## src/rtl/cam2_fill_ctrl.sv

```systemverilog
// cam2_fill_ctrl: sole writer of the cam2 tag/data CAM.
// Accepts insert / invalidate / flush / no-op requests, probes the CAM for
// duplicate tags, picks a victim slot (lowest free entry, else round-robin),
// drives the CAM's active-low write port and tracks a shadow valid bitmap.
//
// state  | meaning
// -------+--------------------------------------------------------------
// IDLE   | ready for a request; no-op requests answered from here
// LOOKUP | captured tag on check_tag; CAM hit/miss sampled at exit edge
// WRITE  | single CAM write cycle (insert victim or invalidate target)
// FLUSH  | WORDS back-to-back invalidating writes, entry flush_cnt each
module cam2_fill_ctrl #(
  parameter int WORDS     = 8,
  parameter int BITS      = 8,
  parameter int ADDR_LEFT = $clog2(WORDS) - 1,
  parameter int TAG_SZ    = 8
) (
  input  logic                 clk,
  input  logic                 rst_,
  input  logic                 req_valid,
  output logic                 req_ready,
  input  logic [1:0]           req_op,
  input  logic [TAG_SZ-1:0]    req_tag,
  input  logic [BITS-1:0]      req_data,
  input  logic [ADDR_LEFT:0]   req_addr,
  output logic [TAG_SZ-1:0]    check_tag,
  input  logic                 found_it,
  output logic                 write_,
  output logic [ADDR_LEFT:0]   w_addr,
  output logic [BITS-1:0]      wdata,
  output logic [TAG_SZ-1:0]    new_tag,
  output logic                 new_valid,
  output logic                 full,
  output logic                 resp_valid,
  output logic                 resp_hit,
  output logic [ADDR_LEFT:0]   resp_addr,
  output logic                 resp_evict
);

  localparam int ADDR_W = ADDR_LEFT + 1;
  localparam logic [ADDR_W-1:0] LAST_ADDR = ADDR_W'(WORDS - 1);

  localparam logic [1:0] OP_INSERT = 2'b00;
  localparam logic [1:0] OP_INVAL  = 2'b01;
  localparam logic [1:0] OP_FLUSH  = 2'b10;

  typedef enum logic [1:0] {
    IDLE   = 2'b00,
    LOOKUP = 2'b01,
    WRITE  = 2'b10,
    FLUSH  = 2'b11
  } state_t;

  state_t              state;
  logic [1:0]          op_q;
  logic [TAG_SZ-1:0]   tag_q;
  logic [BITS-1:0]     data_q;
  logic [ADDR_W-1:0]   addr_q;
  logic [ADDR_W-1:0]   victim_q;
  logic                evict_q;
  logic [WORDS-1:0]    valid_q;
  logic [ADDR_W-1:0]   rr_ptr;
  logic [ADDR_W-1:0]   flush_cnt;

  logic                free_found;
  logic [ADDR_W-1:0]   free_idx;
  logic [ADDR_W-1:0]   victim_sel;
  logic [ADDR_W-1:0]   rr_next;

  // The lookup tag is simply the captured tag; it never follows req_tag directly.
  assign check_tag = tag_q;

  // Full when every shadow entry is valid.
  assign full = &valid_q;

  // Lowest-index free entry; scanning downward leaves the smallest index last.
  always_comb begin
    free_found = 1'b0;
    free_idx   = '0;
    for (int i = WORDS - 1; i >= 0; i--) begin
      if (!valid_q[i]) begin
        free_found = 1'b1;
        free_idx   = ADDR_W'(i);
      end
    end
  end

  // Victim choice and round-robin successor (wraps after the last entry).
  always_comb begin
    victim_sel = free_found ? free_idx : rr_ptr;
    rr_next    = (rr_ptr == LAST_ADDR) ? '0 : rr_ptr + 1'b1;
  end

  // Controller FSM with registered CAM-side and response outputs.
  always_ff @(posedge clk or negedge rst_) begin
    if (!rst_) begin
      state      <= IDLE;
      op_q       <= '0;
      tag_q      <= '0;
      data_q     <= '0;
      addr_q     <= '0;
      victim_q   <= '0;
      evict_q    <= 1'b0;
      valid_q    <= '0;
      rr_ptr     <= '0;
      flush_cnt  <= '0;
      req_ready  <= 1'b1;
      write_     <= 1'b1;
      w_addr     <= '0;
      wdata      <= '0;
      new_tag    <= '0;
      new_valid  <= 1'b0;
      resp_valid <= 1'b0;
      resp_hit   <= 1'b0;
      resp_addr  <= '0;
      resp_evict <= 1'b0;
    end else begin
      // Responses are single-cycle pulses and read as zero otherwise.
      resp_valid <= 1'b0;
      resp_hit   <= 1'b0;
      resp_addr  <= '0;
      resp_evict <= 1'b0;

      case (state)
        IDLE: begin
          if (req_valid && req_ready) begin
            op_q   <= req_op;
            tag_q  <= req_tag;
            data_q <= req_data;
            addr_q <= req_addr;
            case (req_op)
              OP_INSERT: begin
                state     <= LOOKUP;
                req_ready <= 1'b0;
              end
              OP_INVAL: begin
                // Write port is set up now so the write happens in the next cycle.
                state     <= WRITE;
                req_ready <= 1'b0;
                evict_q   <= 1'b0;
                write_    <= 1'b0;
                w_addr    <= req_addr;
                wdata     <= '0;
                new_tag   <= '0;
                new_valid <= 1'b0;
              end
              OP_FLUSH: begin
                state     <= FLUSH;
                req_ready <= 1'b0;
                flush_cnt <= '0;
                write_    <= 1'b0;
                w_addr    <= '0;
                wdata     <= '0;
                new_tag   <= '0;
                new_valid <= 1'b0;
              end
              default: begin
                // No-op: acknowledge immediately and stay ready.
                resp_valid <= 1'b1;
              end
            endcase
          end
        end

        LOOKUP: begin
          if (found_it) begin
            state      <= IDLE;
            req_ready  <= 1'b1;
            resp_valid <= 1'b1;
            resp_hit   <= 1'b1;
          end else begin
            state     <= WRITE;
            victim_q  <= victim_sel;
            evict_q   <= !free_found;
            write_    <= 1'b0;
            w_addr    <= victim_sel;
            wdata     <= data_q;
            new_tag   <= tag_q;
            new_valid <= 1'b1;
          end
        end

        WRITE: begin
          state      <= IDLE;
          req_ready  <= 1'b1;
          write_     <= 1'b1;
          w_addr     <= '0;
          wdata      <= '0;
          new_tag    <= '0;
          new_valid  <= 1'b0;
          resp_valid <= 1'b1;
          if (op_q == OP_INSERT) begin
            valid_q[victim_q] <= 1'b1;
            resp_addr         <= victim_q;
            resp_evict        <= evict_q;
            if (evict_q) begin
              rr_ptr <= rr_next;
            end
          end else begin
            // Invalidating an already-invalid entry is harmless and still acked.
            valid_q[addr_q] <= 1'b0;
            resp_addr       <= addr_q;
          end
        end

        FLUSH: begin
          if (flush_cnt == LAST_ADDR) begin
            state      <= IDLE;
            req_ready  <= 1'b1;
            flush_cnt  <= '0;
            write_     <= 1'b1;
            w_addr     <= '0;
            valid_q    <= '0;
            rr_ptr     <= '0;
            resp_valid <= 1'b1;
          end else begin
            flush_cnt <= flush_cnt + 1'b1;
            w_addr    <= flush_cnt + 1'b1;
          end
        end

        default: begin
          state     <= IDLE;
          req_ready <= 1'b1;
          write_    <= 1'b1;
        end
      endcase
    end
  end

endmodule

```

## config.mk

```make
export PLATFORM = sky130hd
export DESIGN_NAME = cam2_fill_ctrl
export DESIGN_NICKNAME = d
export VERILOG_FILES = /design/src/rtl/cam2_fill_ctrl.sv
export SDC_FILE = /design/constraint.sdc
export NUM_CORES = 1
export LEC_CHECK = 0
export ABC_AREA = 1
export CORE_UTILIZATION = 30
export DETAILED_ROUTE_END_ITERATION = 12
export RECOVER_POWER = 50
export SYNTH_ARGS = -nofsm -noshare
export SYNTH_HDL_FRONTEND = slang
export SYNTH_SLANG_ARGS = --single-unit
export TNS_END_PERCENT = 10
```

## constraint.sdc

```tcl
create_clock -name clk -period 1.3 [get_ports clk]
set_input_delay 0.26 -clock clk [delete_from_list [all_inputs] [get_ports clk]]
set_output_delay 0.26 -clock clk [all_outputs]
set_load 0.005 [all_outputs]
```

==> flow_results.xml <==
<?xml version="1.0" encoding="UTF-8"?>
<metrics>
  <group name="sta">
    <metric name="fmax" unit="MHz">679</metric>
    <metric name="post-route-min-period" unit="ps">1470</metric>
    <metric name="timing_max_transition_violations_final" unit="">0</metric>
    <metric name="postLayoutSetupSlackWorst" unit="ps">-172</metric>
    <metric name="hold_violations" unit="">0</metric>
    <metric name="final_setup_violation_count" unit="">60</metric>
    <metric name="rsz0062_at_grt" unit="">true</metric>
    <metric name="clock-skew-final" unit="ps">12.1</metric>
    <metric name="timing.hold.ws" unit="ps">451</metric>
    <metric name="fin_crit_sh" unit="%">113</metric>
    <metric name="slew_worst_pin" unit="ps">625</metric>
    <metric name="totalNegativeSetupSlack" unit="ps">-3650</metric>
    <metric name="max-slew-margin-rel" unit="%">58.4</metric>
  </group>
  <group name="cells_and_area">
    <metric name="final_core_utilization" unit="%">48.5</metric>
    <metric name="n_fill_cell" unit="">956</metric>
    <metric name="final_net_count" unit="">510</metric>
    <metric name="finish.instance_area" unit="µm²">4780</metric>
    <metric name="insertedDiodeCount" unit="">0</metric>
    <metric name="flow.area_growth_from_synthesis" unit="%">55.4</metric>
    <metric name="drive_gt1_share" unit="%">29.5</metric>
    <metric name="mostFrequentLayoutCell" unit="">nand2_1</metric>
    <metric name="most_frequent_cells_in_the_layout" unit="">82 x nand2_1, 65 x dfrtp_1, 50 x inv_1, 48 x buf_4, 24 x o21ai_0</metric>
  </group>
  <group name="placement">
    <metric name="dp_hpwl" unit="µm">5730</metric>
    <metric name="count_of_input_and_output_buffers" unit="">61</metric>
    <metric name="place.gp.congestion" unit="">0.948</metric>
    <metric name="dpl-instance-area" unit="µm²">4260</metric>
  </group>
  <group name="setup_path">
    <metric name="crit_path_max_fanout" unit="">5</metric>
    <metric name="timing.critical_path.from" unit="">req_op[0]</metric>
    <metric name="cp_data_required_time" unit="ps">1540</metric>
    <metric name="timing.setup.critical_path_class" unit="">primary input to flop</metric>
    <metric name="reg2reg_from" unit="">flush_cnt[0]</metric>
    <metric name="cp-start-kind" unit="">primary input</metric>
    <metric name="crit_arrival" unit="ps">1710</metric>
    <metric name="endpoint_kind" unit="">flop</metric>
    <metric name="ff2ff_path_depth" unit="">6</metric>
  </group>
  <group name="drt">
    <metric name="route.final.wire_length" unit="µm">8130</metric>
    <metric name="first_pass_iters" unit="">4</metric>
    <metric name="drt-wirelength-per-cell" unit="µm">13.2</metric>
    <metric name="vias" unit="">2774</metric>
    <metric name="final_antenna_net_count" unit="">0</metric>
    <metric name="vias_per_cell" unit="">4.51</metric>
    <metric name="post_route_drc" unit="">0</metric>
    <metric name="detail_route.iter0.violations" unit="">87</metric>
  </group>
  <group name="floorplanning">
    <metric name="die_height" unit="µm">103</metric>
    <metric name="design.portCount" unit="">62</metric>
    <metric name="core_outline_area" unit="µm²">9860</metric>
    <metric name="rows" unit="">36</metric>
    <metric name="fp.dieArea" unit="µm²">10700</metric>
    <metric name="start_util" unit="%">31.2</metric>
    <metric name="die_width" unit="µm">103</metric>
  </group>
  <group name="clock_network">
    <metric name="worst_skew_pair.late_latency" unit="ps">350</metric>
    <metric name="cts_made_buffers" unit="">9</metric>
    <metric name="cts_tree" unit="">built</metric>
    <metric name="number_of_buffers_on_the_longest_clock_path" unit="">2</metric>
    <metric name="clockRootBuffer" unit="">clkbuf_8</metric>
    <metric name="clock_sink_count" unit="">69</metric>
    <metric name="h-tree-depth" unit="">3</metric>
    <metric name="clkTransAtPathRegs" unit="ps">80</metric>
  </group>
  <group name="global_route">
    <metric name="maximum_number_of_pins_on_one_net_before_global_route_repair" unit="">70</metric>
    <metric name="grt_first_pass_wirelength" unit="µm">13000</metric>
    <metric name="grt_overflow_total" unit="">0</metric>
    <metric name="grt_util_all_layers" unit="%">16.1</metric>
    <metric name="number_of_global_route_vias_before_repair" unit="">2744</metric>
    <metric name="antenna_found_initial" unit="">0</metric>
  </group>
  <group name="status">
    <metric name="outcome" unit="">finished with violations</metric>
    <metric name="violations" unit="">negative setup slack</metric>
  </group>
  <group name="synthesis">
    <metric name="synthesis.nets" unit="">384</metric>
    <metric name="synth.lib_cells_used.distinct" unit="">34</metric>
    <metric name="syn_avg_cell_area" unit="µm²">8.77</metric>
    <metric name="synth.cell_area" unit="µm²">3080</metric>
    <metric name="synth_enable_flop_cells" unit="">0</metric>
    <metric name="post_synthesis_sequential_element_count" unit="">69</metric>
    <metric name="synth_top_flop_cell" unit="">dfrtp_1</metric>
    <metric name="yosys_warnings" unit="">0</metric>
    <metric name="number_of_standard_cells_after_synthesis" unit="">351</metric>
    <metric name="asyncSetResetFlopFracSynth" unit="%">100</metric>
    <metric name="synth_sequential_area_ratio" unit="%">56.2</metric>
  </group>
  <group name="hold_path">
    <metric name="min_path_type" unit="">primary input to flop</metric>
    <metric name="min_from" unit="">req_tag[3]</metric>
    <metric name="hold_depth" unit="">3</metric>
  </group>
  <group name="power_and_ir_drop">
    <metric name="vdd.ir_drop.worst" unit="mV">0.802</metric>
    <metric name="p_per_area" unit="nW/µm²">1860</metric>
    <metric name="leakage" unit="nW">2.23</metric>
  </group>
  <group name="run">
    <metric name="drv.max_cap_violation_count" unit="">0</metric>
  </group>
</metrics>
-- what timing repair did --
| item | CTS | global route |
|---|---|---|
| endpoints found under the hold margin | 67 | 0 |
| pin swaps | 8 | 16 |
| gates resized for setup | 87 | 74 |
| endpoints found under the setup margin | 102 | 91 |
| hold buffers | 1 | 0 |
| setup buffers | 5 | 3 |
-- metrics by stage --
| step | instances | power, mW | setup slack [ps] |
|---|---|---|---|
| floorplan | 351 | 4.87 | -76.6 |
| global placement | 590 | 6.72 | -697 |
| detailed placement | 590 | 6.78 | -765 |
| CTS | 612 | 8.60 | -155 |
| global route | 615 | 9.54 | -238 |
| finish | 615 | 8.92 | -172 |
-- cell type report --
cell class | instances | area [µm²] | share of cell area, %
sequential | 69 | 1730 | 36.2
multi-input combinational | 216 | 1350 | 28.3
timing repair buffer | 123 | 1120 | 23.4
inverter | 58 | 220 | 4.60
tap | 133 | 166 | 3.48
clock buffer | 11 | 131 | 2.75
clock inverter | 5 | 60.1 | 1.26
-- final timing paths --
kind                       slack, ps           end
setup / recovery                -170     w_addr[0]
hold reg to reg                  470     data_q[7]
hold / removal                   450  check_tag[3]
max in group asynchronous        290      state[1]
setup reg to reg                -140    valid_q[2]
min in group asynchronous        550     rr_ptr[2]
-- flip-flops by register name, indices dropped and copies added, names as in the netlist, 8 cells and up --
name       cells
data_q         8
new_tag        8
wdata          8
check_tag      8
valid_q        8
-- logic make-up (layout without fill, tap and decap cells) --
group                      count (synthesis)  after routing  synth area share (%)
adders and majority gates                  8              8                  3.25
AOI/OAI and AO/OA                         80             80                  14.7
buffers and inverters                     66            197                  8.30
DFF                                       69             69                  56.2
and+or+nand+nor                          128            128                  17.6
-- Yosys cell counts, drive strengths merged (6+ instances only) --
master,instances,area (µm²)
nor2,20,87.6
o22ai,10,62.6
nand2,93,352
inv,58,218
a31oi,6,37.5
o21ai,44,224
a21oi,11,55.1
ha,8,100
dfrtp,67,1680
nand4,6,37.5
-- power breakdown --
group          total (mW)  internal (mW)  switching (mW)
combinational        3.82           1.87            1.95
clock                1.72          0.895           0.826
sequential           3.38           2.89           0.485
total                8.92           5.65            3.26
-- layer usage --
metal / global-route usage (%) / up-vias / part of all wire [%]
met5: 0 / - / 0
met4: 3.90 / 0 / 0.84
met3: 4.64 / 6 / 5.4
met2: 27.6 / 68 / 50
met1: 20.1 / 1314 / 44
li1: - / 1386 / -
-- worst max-delay path, cell delays in order --
cell and delay, ps:
clkdlybuf4s50_1 490, buf_4 140, ha_4 140, inv_2 30, nand2_2 120, nor2_4 60
nor2_4 120, a21boi_2 180, nand3_1 80, nand2_1 60, inv_1 40
Note: power is estimated with default switching activity, not from simulation.
